### config.mk
export PLATFORM = sky130hd
export DESIGN_NAME = fetch_queue_stage
export DESIGN_NICKNAME = d
export VERILOG_FILES = /design/src/rtl/fetch_pkg.sv /design/src/rtl/fetch_fifo.sv /design/src/rtl/fetch_queue_stage.sv
export SDC_FILE = /design/constraint.sdc
export NUM_CORES = 1
export LEC_CHECK = 0
export ABC_AREA = 1
export ABC_CLOCK_PERIOD_IN_PS = 8200
export BUFFER_PORTS_ARGS = -buffer_cell sky130_fd_sc_hd__buf_2
export CORE_AREA = 10 10 247 249
export DETAILED_ROUTE_END_ITERATION = 12
export DIE_AREA = 0 0 257 259
export SKIP_LAST_GASP = 1
export SLEW_MARGIN = 25
export SYNTH_ARGS = -nofsm -noshare
export SYNTH_HDL_FRONTEND = slang
export SYNTH_SLANG_ARGS = --single-unit
export TNS_END_PERCENT = 10
### constraint.sdc
create_clock -name clk -period 8.2 [get_ports clk]
set_clock_uncertainty 0.05 [all_clocks]
set_input_delay 0.82 -clock clk [delete_from_list [all_inputs] [get_ports clk]]
set_output_delay 0.82 -clock clk [all_outputs]
set_load 0.005 [all_outputs]
### src/rtl/fetch_pkg.sv
// rtl/fetch_pkg.sv - shared constants and entry type for the fetch queue stage
package fetch_pkg;

  localparam int XLEN_DEFAULT = 32;

  // Address step between consecutive sequential fetches.
  localparam int PC_INC = 4;

  // Value driven on the Decode bundle while no instruction is present.
  localparam logic [XLEN_DEFAULT-1:0] NOP_BUBBLE = '0;

  typedef struct packed {
    logic [XLEN_DEFAULT-1:0] pc;
    logic [XLEN_DEFAULT-1:0] instr;
  } fetch_entry_t;

endpackage

### src/rtl/fetch_fifo.sv
// rtl/fetch_fifo.sv - synchronous FIFO with clear, occupancy count and head view
module fetch_fifo #(
  parameter int DEPTH = 4,
  parameter int WIDTH = 64,
  parameter int CW    = $clog2(DEPTH) + 1
) (
  input  logic             clk,
  input  logic             rst,
  input  logic             clear_i,
  input  logic             push_i,
  input  logic [WIDTH-1:0] push_data_i,
  input  logic             pop_i,
  output logic [CW-1:0]    count_o,
  output logic             empty_o,
  output logic [WIDTH-1:0] head_o
);

  localparam int AW = $clog2(DEPTH);

  logic [WIDTH-1:0] mem_q [DEPTH];
  logic [AW-1:0]    wr_ptr_q, wr_ptr_d;
  logic [AW-1:0]    rd_ptr_q, rd_ptr_d;
  logic [CW-1:0]    count_q, count_d;
  logic             do_push, do_pop;

  // Pointer/occupancy next state; clear overrides any push or pop in the same cycle.
  always_comb begin
    do_push  = push_i && !clear_i;
    do_pop   = pop_i && !clear_i && (count_q != '0);
    wr_ptr_d = wr_ptr_q;
    rd_ptr_d = rd_ptr_q;
    count_d  = count_q;
    if (clear_i) begin
      wr_ptr_d = '0;
      rd_ptr_d = '0;
      count_d  = '0;
    end else begin
      if (do_push) wr_ptr_d = wr_ptr_q + 1'b1;
      if (do_pop)  rd_ptr_d = rd_ptr_q + 1'b1;
      if (do_push && !do_pop) begin
        count_d = count_q + 1'b1;
      end else if (!do_push && do_pop) begin
        count_d = count_q - 1'b1;
      end
    end
  end

  // Pointer and occupancy registers.
  always_ff @(posedge clk) begin
    if (!rst) begin
      wr_ptr_q <= '0;
      rd_ptr_q <= '0;
      count_q  <= '0;
    end else begin
      wr_ptr_q <= wr_ptr_d;
      rd_ptr_q <= rd_ptr_d;
      count_q  <= count_d;
    end
  end

  // Entry storage is not reset: the head is only consumed while count is nonzero.
  always_ff @(posedge clk) begin
    if (do_push && rst) begin
      mem_q[wr_ptr_q] <= push_data_i;
    end
  end

  assign count_o = count_q;
  assign empty_o = (count_q == '0);
  assign head_o  = mem_q[rd_ptr_q];

endmodule

### src/rtl/fetch_queue_stage.sv
// rtl/fetch_queue_stage.sv - PC owner, memory request issue and instruction queue to Decode (option: FETCH_BYPASS_EN)
module fetch_queue_stage
  import fetch_pkg::*;
#(
  parameter int              XLEN     = XLEN_DEFAULT,
  parameter int              DEPTH    = 4,
  parameter logic [XLEN-1:0] RESET_PC = '0
) (
  input  logic            clk,
  input  logic            rst,
  input  logic            PCSrcE,
  input  logic [XLEN-1:0] PCTargetE,
  input  logic            StallD,
  output logic            IMemReq,
  output logic [XLEN-1:0] IMemAddr,
  input  logic            IMemGnt,
  input  logic            IMemRValid,
  input  logic [XLEN-1:0] IMemRData,
  output logic            ValidD,
  output logic [XLEN-1:0] InstrD,
  output logic [XLEN-1:0] PCD,
  output logic [XLEN-1:0] PCPlus4D
);

  localparam int              CW      = $clog2(DEPTH) + 1;
  localparam int              EW      = 2 * XLEN;
  localparam logic [XLEN-1:0] STEP    = XLEN'(PC_INC);
  localparam logic [XLEN-1:0] BUBBLE  = XLEN'(NOP_BUBBLE);
  localparam logic [CW:0]     CREDITS = (CW + 1)'(DEPTH);

  logic [XLEN-1:0] pc_q, pc_d;
  logic [XLEN-1:0] rpc_q, rpc_d;     // PC of the next response that will be kept
  logic [CW-1:0]   out_q, out_d;     // granted requests whose response has not returned
  logic [CW-1:0]   drop_q, drop_d;   // wrong-path responses still to be discarded

  logic [CW-1:0]   fifo_count;
  logic            fifo_empty;
  logic [EW-1:0]   fifo_head;
  logic [CW:0]     in_use;
  logic            grant, accept, bypass, push, pop;

  // Request issue: a slot is reserved for every in-flight request so the queue can never overflow.
  always_comb begin
    in_use   = {1'b0, fifo_count} + {1'b0, out_q};
    IMemReq  = rst && !PCSrcE && (in_use < CREDITS) && (drop_q == '0);
    IMemAddr = pc_q;
    grant    = IMemReq && IMemGnt;
  end

  // Response routing: keep, bypass or discard; a redirect discards the response arriving with it.
  always_comb begin
    accept = rst && IMemRValid && (drop_q == '0) && !PCSrcE;
`ifdef FETCH_BYPASS_EN
    bypass = accept && fifo_empty;
`else
    bypass = 1'b0;
`endif
    push   = accept && !(bypass && !StallD);
    pop    = !fifo_empty && !StallD && !PCSrcE;
  end

  // Decode bundle: queue head first, else a same-cycle bypassed response, else an all-zero bubble.
  always_comb begin
    ValidD   = 1'b0;
    InstrD   = BUBBLE;
    PCD      = BUBBLE;
    PCPlus4D = BUBBLE;
    if (!fifo_empty) begin
      ValidD        = 1'b1;
      {PCD, InstrD} = fifo_head;
      PCPlus4D      = fifo_head[EW-1:XLEN] + STEP;
    end else if (bypass) begin
      ValidD   = 1'b1;
      PCD      = rpc_q;
      InstrD   = IMemRData;
      PCPlus4D = rpc_q + STEP;
    end
  end

  // Next PC, expected response PC, outstanding and drop counters.
  always_comb begin
    pc_d   = pc_q;
    rpc_d  = rpc_q;
    out_d  = out_q;
    drop_d = drop_q;
    if (grant && !IMemRValid) begin
      out_d = out_q + CW'(1);
    end else if (!grant && IMemRValid) begin
      out_d = out_q - CW'(1);
    end
    if (PCSrcE) begin
      pc_d   = PCTargetE;
      rpc_d  = PCTargetE;
      drop_d = IMemRValid ? out_q - CW'(1) : out_q;
    end else begin
      if (grant)  pc_d  = pc_q + STEP;
      if (accept) rpc_d = rpc_q + STEP;
      if (IMemRValid && (drop_q != '0)) drop_d = drop_q - CW'(1);
    end
  end

  // Stage state registers.
  always_ff @(posedge clk) begin
    if (!rst) begin
      pc_q   <= RESET_PC;
      rpc_q  <= RESET_PC;
      out_q  <= '0;
      drop_q <= '0;
    end else begin
      pc_q   <= pc_d;
      rpc_q  <= rpc_d;
      out_q  <= out_d;
      drop_q <= drop_d;
    end
  end

  fetch_fifo #(
    .DEPTH (DEPTH),
    .WIDTH (EW)
  ) u_queue (
    .clk         (clk),
    .rst         (rst),
    .clear_i     (PCSrcE),
    .push_i      (push),
    .push_data_i ({rpc_q, IMemRData}),
    .pop_i       (pop),
    .count_o     (fifo_count),
    .empty_o     (fifo_empty),
    .head_o      (fifo_head)
  );

endmodule

==> summary.md, run 1 <==
| Metric | Value |
|---|---|
| Vias in the first global route | `13,476` |
| CTS tree | `yes` |
| Die width | `257 µm` |
| Post-synth cell types | `43` |
| Dominant cells by area after synthesis | `edfxtp_1 (46%), nand2_1 (12%), dfxtp_1 (9.5%)` |
| Port Buffers | `199` |
| Number of max-cap violations | `0` |
| R2r setup slk | `4.83 ns` |
| WL/cell | `17.60 µm` |
| Mean Syn Cell Area | `8.393 µm²` |
| Ys flop type | `edfxtp_1` |
| RSZ-0062 raised after global routing | `no` |
| Reg2reg end | `u_queue.mem_q[1][14]$_DFFE_PP_` |
| Layout cells sized above 1 | `0.1426` |
| Ant diodes | `0` |
| Max Slew Vio Count | `0` |
| GRT overflow | `0` |
| Detailed-route via count | `14,092` |
| Slew @ Worst Pin | `1.037 ns` |
| Max Fclk | `0.2224 GHz` |
| Commonest cells post-synth | `nand2_1 (532), nor2_1 (338), edfxtp_1 (256), inv_1 (155), o21ai_0 (149)` |
| Core ar. | `55,950 µm²` |
| CP Class | `flip-flop to output pin` |
| Dpl cells | `2,868` |
| Max FO, Critical Path | `87` |
| Logic pwr share | `0.073` |
| Psw | `913.8 µW` |
| Sw frac | `0.2322` |
| Root Buffer | `clkbuf_16` |
| Clk slew on worst S/H paths | `0.05 ns` |
| Postcts setup bufs | `0` |
| Register area share after synthesis | `0.5577` |
| Setup TNS Final | `0 ns` |
| WP data required | `7.33 ns` |
| Syn nets | `2,066` |
| Final hold viol count | `0` |
| Hold Crit Depth | `2` |
| Cts-stage hold buffer count | `0` |
| First-pass GRT wire length | `78,520 µm` |
| Worst hold start | `IMemAddr[0]$_SDFFE_PN0P_` |
| Pre-Repair DR Iteration Count | `5` |
| GP Congestion | `0.9110` |
| Worst skew pair latency | `0.55 ns` |
| Internal power | `3022 µW` |
| Final core occ | `0.3496` |
| CTS-repair resized insts | `0` |
| Pwr/cell area | `201.2 nW/µm²` |
| CTS Buf Count | `38` |
| CTS Buffer Depth | `3` |
| Worst Path Arrival | `3.63 ns` |
| FF+latch count, synth | `335` |
| Area grow syn2layout | `17.70%` |
| R2r startpoint | `drop_q[0]$_SDFFE_PN0P_` |
| Status | `complete, no violations` |
| Static Leak | `0.007917 µW` |
| Detailed Route WL | `51,690 µm` |
| Gr usage total | `0.1494` |
| Critical Path Start Type | `flip-flop` |
| Most frequent cell after synthesis | `nand2_1` |
| Slew headroom | `0.3090` |
| DR vias/cell | `4.798` |
| Yosys top cell area share | `0.4626` |
| Die Span Y | `259 µm` |
| Pin count of the biggest net entering global routing | `103` |
| DPL Wire Length | `35,950 µm` |
| Post-route DRC | `0` |
| Row count | `87` |
| Min-delay worst type | `flip-flop to flip-flop` |
| Asr flop ratio synth | `0` |
| Period minus WS final | `4.497 ns` |
| YS warnings | `0` |
| Reg2reg path depth | `9` |
| Hold Path End | `IMemAddr[0]$_SDFFE_PN0P_` |
| Seq pwr share | `0.486` |
| Total Power | `3936 µW` |
| H-tree levels | `2` |
| Mapped Area | `16,620 µm²` |
| Initial antenna violation count | `1` |
| Initial Utilization | `0.2970` |
| DIE AREA | `66,560 µm²` |
| Routed Antenna Nets | `0` |
| # setup viols final | `0` |
| Tcrit/Tclk final | `0.5484` |
| CP Capture Type | `output pin` |
| Synth area leader | `edfxtp_1` |
| Post-synth EDFFs | `256` |
| Clk sink count | `335` |
| Clock power share | `0.441` |
| Nets | `2,238` |
| Syn Inst Count | `1,980` |
| Peak supply drop | `0.1385 mV` |
| DRC violation total after the first TritonRoute iteration | `1,153` |
| Post-route insts no fill | `2,937` |
| IO Count | `200` |
[worst max-delay path, stage by stage (launching register included)]
cell and delay [ns]:
dfxtp_2 0.51, inv_2 0.13, buf_4 0.77, nand2_1 0.15, nand2_2 0.12, ha_1 0.16, inv_1 0.09, nor2_2 0.19
nand2_1 0.14, nor2_2 0.22, a21oi_1 0.11, nor3_1 0.28, buf_2 0.20
[sequential cells by signal, summed over array words and instances, names as in the netlist, named ones only]
signal	count
IMemAddr	32
out_q	3
u_queue.mem_q	256
u_queue.wr_ptr_q	2
drop_q	3
u_queue.count_o	3
rpc_q	32
u_queue.rd_ptr_q	2
[power groups by stage]
stage | Combinational [µW] | Clock [µW] | Sequential [µW]
detailed placement | 290 | 0 | 1950
CTS | 292 | 1780 | 1910
finish | 288 | 1730 | 1910
global route | 324 | 1840 | 1920
global placement | 286 | 0 | 1950
floorplan | 167 | 0 | 1930
[cell usage in the layout (no fill, tap or decap), drive strengths merged, types with 2 or more instances in the layout]
cell type	instances
o21ai	150
clkbuf	49
clkinv	13
or2	2
nand2	540
bufinv	6
nor3	26
o21bai	3
nand3	123
ha	15
a21oi	106
xor2	23
dfxtp	79
edfxtp	256
inv	165
o22ai	4
o211ai	3
nor4	2
nand4	22
buf	211
a31oi	17
nor2	356
[how the worst max path moves through the flow]
stage | slack (ns) | end | start
2_1_floorplan | 3.37 | u_queue.mem_q[0][0]$_DFFE_PP_ | PCSrcE
3_3_place_gp | 4.09 | u_queue.mem_q[1][11]$_DFFE_PP_ | PCSrcE
3_5_place_dp | 3.97 | u_queue.mem_q[1][16]$_DFFE_PP_ | PCSrcE
4_1_cts | 3.66 | PCPlus4D[18] | flip-flop
5_1_grt | 3.29 | PCPlus4D[31] | flip-flop
6_report | 3.70 | PCPlus4D[18] | flip-flop
[cells by family after synthesis]
group                      count (synthesis)  share of synthesized area
AOI/OAI and AO/OA                        288                    0.09012
xor gates and xnor gates                  24                    0.01265
DFF                                      335                     0.5577
adders and majority gates                 16                    0.01250
and+or+nand+nor                         1073                     0.2649
buffers and inverters                    244                    0.06211
[metrics by stage]
step	setup WS (ns)	instance area, µm²	hold slack, ns
2_1_floorplan	3.374	16620	0.3856
3_3_place_gp	4.093	18280	0.3942
3_5_place_dp	3.970	18280	0.3995
4_1_cts	3.656	19560	0.4150
5_1_grt	3.289	19560	0.4315
6_report	3.703	19560	0.4159
[per-layer routing]
layer | global-route usage | routed length (µm)
met5 | 0 | 11
met4 | 0.04339 | 1290
met3 | 0.02906 | 3574
met2 | 0.2501 | 24600
met1 | 0.1927 | 22200
[layout make-up]
cell class                      count  area [µm²]
Multi-Input combinational cell   1401        6352
Timing Repair Buffer              211        1090
Clock buffer                       49        1012
Inverter                          165       621.8
Fill cell                        5851       36390
Clock inverter                     20       264.0
Sequential cell                   335        9274
Tap cell                          756       945.9
No activity file was read; power rests on OpenSTA's default activity.
==> inputs of run 2 (changes only) <==
--- a/config.mk
+++ b/config.mk
@@ -6,7 +6,7 @@
 export NUM_CORES = 1
 export LEC_CHECK = 0
 export ABC_AREA = 1
-export ABC_CLOCK_PERIOD_IN_PS = 8200
+export ABC_CLOCK_PERIOD_IN_PS = 4210
 export BUFFER_PORTS_ARGS = -buffer_cell sky130_fd_sc_hd__buf_2
 export CORE_AREA = 10 10 247 249
 export DETAILED_ROUTE_END_ITERATION = 12
==> constraint.sdc (replaced) <==
create_clock -name clk -period 4.21 [get_ports clk]
set_clock_uncertainty 0.05 [all_clocks]
set_input_delay 0.421 -clock clk [delete_from_list [all_inputs] [get_ports clk]]
set_output_delay 0.421 -clock clk [all_outputs]
set_load 0.005 [all_outputs]
==> run 2 against run 1 <==
Net effect:
- combinational power grew 100%
- clock-buffer cell count rose by 2
- non-clock buffer count grew 37
- worst setup slack worse by 3.3 ns
- total power rose by 88%
- cell count grew 1.2%
- critical path type unchanged
- largest cell class unchanged
- largest power group unchanged
==> summary.md, run 2 (same netlist as run 1, synthesis figures left out) <==
| Metric | Value |
|---|---|
| Status | `complete, no violations` |
| GP Congestion | `0.8719` |
| Area grow syn2layout | `19.89%` |
| Pre-Repair DR Iteration Count | `5` |
| Layout cells sized above 1 | `0.1472` |
| CTS tree | `yes` |
| Clock power share | `0.417` |
| Post-detailed-placement cell area | `18,560 µm²` |
| Routed Antenna Nets | `0` |
| CTS Buf Count | `37` |
| CP Capture Type | `output pin` |
| Initial Utilization | `0.2970` |
| Most frequent cells in the layout | `nand2_1 (532), nor2_1 (334), edfxtp_1 (256)` |
| Slew @ Worst Pin | `0.7158 ns` |
| Nets | `2,274` |
| Gr usage total | `0.1509` |
| Most common cell after layout, fill and taps aside | `nand2_1` |
| Register with the most flip-flops | `u_queue.mem_q` |
| Clk sink count | `335` |
| Final core occ | `0.3561` |
| Max Fclk | `0.2654 GHz` |
| CP Class | `flip-flop to output pin` |
| Crit-path max cell delay | `0.39 ns` |
| Pwr/cell area | `371.4 nW/µm²` |
| CTS Buffer Depth | `3` |
| Min-delay worst type | `input pin to flip-flop` |
| Logic pwr share | `0.080` |
| Row count | `87` |
| Slew headroom | `0.5228` |
| Max FO, Critical Path | `21` |
| Critical Path Start Type | `flip-flop` |
| Clk slew on worst S/H paths | `0.06 ns` |
| Critical Path Slowest Stage Cell | `dfxtp_2` |
| Post-route cell area | `19,920 µm²` |
| Critical path, cell by cell | `inv_2 > a21oi_1 > o21ai_0 > nand2_1 > inv_2 > ha_1 > inv_1 > nor2_2 > nand2_1 > nor2_2 > a21oi_1 > nor3_1 > buf_2` |
| Die Span Y | `259 µm` |
| Cell family with most CP delay | `simple AND/OR/NAND/NOR gates` |
| WP data required | `3.74 ns` |
| Static Leak | `0.008072 µW` |
| DPL Wire Length | `36,640 µm` |
| IO Count | `200` |
| Root Buffer | `clkbuf_16` |
| RSZ-0062 raised after global routing | `no` |
| Worst Path Arrival | `3.30 ns` |
| Setup TNS Final | `0 ns` |
| Ant diodes | `0` |
| Psw | `1815 µW` |
| H-tree levels | `2` |
| Initial antenna violation count | `1` |
| Period minus WS final | `3.767 ns` |
| Port Buffers | `199` |
| Final hold viol count | `0` |
| GRT overflow | `0` |
| Vias in the first global route | `13,662` |
| Detailed-route via count | `14,221` |
| Sw frac | `0.2453` |
| Worst skew pair latency | `0.55 ns` |
| DIE AREA | `66,560 µm²` |
| Peak supply drop | `0.2754 mV` |
| Max reg flops | `256` |
| Total Power | `7401 µW` |
| Number of max-cap violations | `0` |
| Seq pwr share | `0.503` |
| # setup viols final | `0` |
| CTS-repair resized insts | `0` |
| Post-route DRC | `0` |
| Internal power | `5585 µW` |
| Pin count of the biggest net entering global routing | `89` |
| Layout fillers | `5,841` |
| DR vias/cell | `4.787` |
| Tcrit/Tclk final | `0.8949` |
| DRC violation total after the first TritonRoute iteration | `1,156` |
| Core ar. | `55,950 µm²` |
| Buf/Inv on CP | `4` |
| Detailed Route WL | `51,610 µm` |
| First-pass GRT wire length | `79,480 µm` |
| Max Slew Vio Count | `0` |
| WL/cell | `17.37 µm` |
| Die width | `257 µm` |
[run 2: cell count changes in the layout (fill, tap and decap cells not counted), sizes merged]
| cell | delta |
|---|---|
| dlygate4sd3 | +20 |
| buf | +17 |
| bufinv | -6 |
| clkbuf | +2 |
| clkinv | +1 |
[run 2: repair_timing]
action,CTS,global route
setup buffers,0,0
endpoints found under the setup margin,0,0
hold buffers,20,0
endpoints found under the hold margin,77,0
[run 2: final timing paths]
kind / from / end / slack [ns] / cells after the start
worst max register to register: u_queue.count_o[1]$_SDFFE_PP0P_ / out_q[2]$_SDFFE_PN0P_ / 1.53 / 12
worst max-delay path: flip-flop / PCPlus4D[18] / 0.44 / 13
worst min-delay path: IMemRData[24] / u_queue.mem_q[2][24]$_DFFE_PP_ / 0.03 / 1
worst min register to register: IMemAddr[0]$_SDFFE_PN0P_ / IMemAddr[0]$_SDFFE_PN0P_ / 0.41 / 2
[run 2: per-stage QoR]
stage	setup WS, ns	hold WS [ns]	std cells
2_1_floorplan	-0.2169	0.3856	1980
3_3_place_gp	1.084	0.3922	2885
3_5_place_dp	1.059	0.4007	2885
4_1_cts	0.4522	0.0002974	2971
5_1_grt	0.1427	0.001878	2971
6_report	0.4426	0.03000	2971
[run 2: layout make-up]
type,count,area [µm²],share of cell area
Clock buffer,51,1039,0.05212
Sequential cell,335,9274,0.4655
Tap cell,756,945.9,0.04748
Timing Repair Buffer,248,1564,0.07850
Inverter,165,621.8,0.03121
Multi-Input combinational cell,1401,6352,0.3188
Clock inverter,15,127.6,0.006405
[run 2: per-layer routing]
layer  global-route usage  up-vias  routed length, µm
li1                     -     6983                  -
met1               0.1957     6656              22530
met2               0.2440      493              23900
met3              0.03207       87               3539
met4              0.05588        2               1632
met5                    0        -                 13
[run 2: worst reg2reg max path: stages, from the launching register on]
cell and delay [ns]:
dfxtp_1 0.42, ha_1 0.27, nand2_1 0.06, nor2_1 0.04
nor2_1 0.10, inv_1 0.06, nor2_2 0.16, nand2_2 0.21
inv_2 0.37, ha_1 0.36, inv_1 0.10, o21ai_0 0.09
a221oi_1 0.30
[run 2: power groups by stage]
| stage | clock [µW] | sequential (µW) | combinational (µW) |
|---|---|---|---|
| 2_1_floorplan | 0 | 3760 | 325 |
| 3_3_place_gp | 0 | 3790 | 564 |
| 3_5_place_dp | 0 | 3790 | 574 |
| 4_1_cts | 3160 | 3720 | 593 |
| 5_1_grt | 3290 | 3730 | 661 |
| 6_report | 3090 | 3730 | 589 |
==> inputs of run 3 (changes only) <==
--- a/config.mk
+++ b/config.mk
@@ -7,10 +7,10 @@
 export LEC_CHECK = 0
 export ABC_AREA = 1
 export ABC_CLOCK_PERIOD_IN_PS = 4210
-export BUFFER_PORTS_ARGS = -buffer_cell sky130_fd_sc_hd__buf_2
 export CORE_AREA = 10 10 247 249
 export DETAILED_ROUTE_END_ITERATION = 12
 export DIE_AREA = 0 0 257 259
+export DONT_BUFFER_PORTS = 1
 export SKIP_LAST_GASP = 1
 export SLEW_MARGIN = 25
 export SYNTH_ARGS = -nofsm -noshare
==> run 3 against run 2 <==
Net effect:
- die area stayed put
- non-clock buffer count fell by 186
- via count decreased by 4.2%
- global-route usage barely moved
- sequential power hardly changed
- worst setup slack got worse by 0.025 ns
- combinational power fell by 15%
- clock-buffer cell count rose by 1
- sequential share of layout area grew 2.1 points
- critical path depth did not move
- total power rose by 0.75%
- wire length is 0.81% higher
- critical path type unchanged
- critical endpoint unchanged
- highest routed layer is now met4
==> summary.md, run 3 (same netlist as run 1, synthesis figures left out) <==
| Metric | Value |
|---|---|
| Period minus WS final | `3.792 ns` |
| Psw | `1813 µW` |
| Reg2reg end | `out_q[2]$_SDFFE_PN0P_` |
| Min-delay worst type | `input pin to flip-flop` |
| Post-route insts no fill | `2,791` |
| DPL Wire Length | `36,250 µm` |
| Hold Path End | `rpc_q[2]$_SDFFE_PN0N_` |
| Nets | `2,090` |
| Clk slew on worst S/H paths | `0.05 ns` |
| GRT overflow | `0` |
| Gr usage total | `0.1512` |
| Routed Antenna Nets | `0` |
| Critical Path Slowest Stage Cell | `dfxtp_4` |
| Most frequent cells in the layout | `nand2_1 (532), nor2_1 (334), edfxtp_1 (256)` |
| Internal power | `5643 µW` |
| CP Class | `flip-flop to output pin` |
| Tcrit/Tclk final | `0.9007` |
| Most common cell after layout, fill and taps aside | `nand2_1` |
| Slew headroom | `0.5417` |
| Reg2reg path depth | `12` |
| Post-route cell area | `19,070 µm²` |
| Sequential cell area | `9274 µm²` |
| Layout cells sized above 1 | `0.05998` |
| Worst hold start | `PCTargetE[2]` |
| H-tree levels | `2` |
| Worst skew pair latency | `0.56 ns` |
| Max Fclk | `0.2637 GHz` |
| Area of the multi-input gates | `6352 µm²` |
| Final core occ | `0.3408` |
| Setup TNS Final | `0 ns` |
| Die width | `257 µm` |
| Worst Path Arrival | `3.32 ns` |
| R2r setup slk | `1.62 ns` |
| Crit-path max cell delay | `0.50 ns` |
| Postcts setup bufs | `0` |
| Number of max-cap violations | `0` |
| Max reg flops | `256` |
| Initial Utilization | `0.2970` |
| CTS tree | `yes` |
| Hold Worst Slack | `0.03896 ns` |
| Layout fillers | `5,792` |
| R2r startpoint | `drop_q[0]$_SDFFE_PN0P_` |
| Logic pwr share | `0.067` |
| DRC violation total after the first TritonRoute iteration | `1,167` |
| Cts-stage hold buffer count | `42` |
| Dpl cells | `2,677` |
| Post-detailed-placement cell area | `17,420 µm²` |
| Critical path's most frequent cell | `nand2_1` |
| Status | `complete, no violations` |
| # setup viols final | `0` |
| WP data required | `3.74 ns` |
| Slew @ Worst Pin | `0.6875 ns` |
| Max FO, Critical Path | `50` |
| Critical path, cell by cell | `inv_4 > nand2_1 > nand2_1 > nand2_1 > nand2_2 > ha_1 > inv_1 > nor2_2 > nand2_1 > nor2_2 > a21oi_1 > nor3_1 > buf_4` |
| Area grow syn2layout | `14.73%` |
| Pwr/cell area | `391.0 nW/µm²` |
| Seq pwr share | `0.501` |
| Initial antenna violation count | `1` |
| DR vias/cell | `4.880` |
| Core ar. | `55,950 µm²` |
| CTS-repair resized insts | `0` |
| Detailed-route via count | `13,620` |
| Post-route DRC | `0` |
| IO Count | `200` |
| Max Slew Vio Count | `0` |
| Row count | `87` |
| Clock power share | `0.432` |
| WL/cell | `18.64 µm` |
| Sw frac | `0.2432` |
| CP Capture Type | `output pin` |
| Pin count of the biggest net entering global routing | `88` |
| DIE AREA | `66,560 µm²` |
| Detailed Route WL | `52,030 µm` |
| RSZ-0062 raised after global routing | `no` |
| Peak supply drop | `0.2193 mV` |
| Static Leak | `0.007163 µW` |
| Final hold viol count | `0` |
| CTS Buffer Depth | `3` |
| Vias in the first global route | `12,811` |
| Clk sink count | `335` |
| Pre-Repair DR Iteration Count | `5` |
| Hold Crit Depth | `2` |
| Die Span Y | `259 µm` |
| Port Buffers | `0` |
| Root Buffer | `clkbuf_16` |
| First-pass GRT wire length | `78,890 µm` |
| Register with the most flip-flops | `u_queue.mem_q` |
| Critical Path Start Type | `flip-flop` |
| CTS Buf Count | `39` |
| GP Congestion | `0.9569` |
[run 3: cell count changes in the layout (fill, tap and decap cells not counted), sizes merged]
cell         previous run  this run
inv                   165       166
dlygate4sd3            20        42
diode                   0         1
buf                   228        20
clkbuf                 51        52
bufinv                  0         1
clkinv                 14        16
[run 3: how the worst max path moves through the flow]
stage                                               end  cells past startpoint
after floorplan           u_queue.mem_q[0][0]$_DFFE_PP_                      6
after global placement                     PCPlus4D[31]                     14
after detailed placement                   PCPlus4D[18]                     13
after CTS                                  PCPlus4D[18]                     13
after global routing                       PCPlus4D[30]                     14
final                                      PCPlus4D[18]                     13
[run 3: metrics by stage]
step	total power (µW)	setup slack, ns
after floorplan	4085	-0.2169
after global placement	4245	1.068
after detailed placement	4256	1.017
after CTS	7541	0.4067
after global routing	7742	0.09194
final	7456	0.4179
[run 3: per-layer routing]
layer | vias up | track usage | routed length, µm
met4 | 0 | 0.04717 | 1259
li1 | 6609 | - | -
met5 | - | 0 | 0
met2 | 448 | 0.2457 | 24270
met3 | 71 | 0.03460 | 3914
met1 | 6492 | 0.1967 | 22580
[run 3: layout make-up]
| cell class | count | share of cell area |
|---|---|---|
| timing repair buffer | 62 | 0.03386 |
| clock inverter | 19 | 0.008400 |
| sequential | 335 | 0.4864 |
| antenna | 1 | 0.0001312 |
| clock buffer | 52 | 0.05584 |
| inverter | 165 | 0.03261 |
| tap | 756 | 0.04961 |
| multi-input combinational | 1401 | 0.3332 |
[run 3: power by group through the flow]
stage                     registers, µW  clock network [µW]  logic, µW
after CTS                          3740                3300        503
final                              3740                3220        500
after detailed placement           3810                   0        449
after floorplan                    3760                   0        325
after global placement             3800                   0        442
after global routing               3750                3440        560
[run 3: worst max-delay path, delay by kind of cell (launching register included)]
kind                     cells  cell delay (ns)
buffers and inverters        3             0.69
flip-flops                   1             0.50
adder cells (fa/ha/maj)      1             0.17
AND/OR/NAND/NOR              8             1.24
AO/OA/AOI/OAI                1             0.13
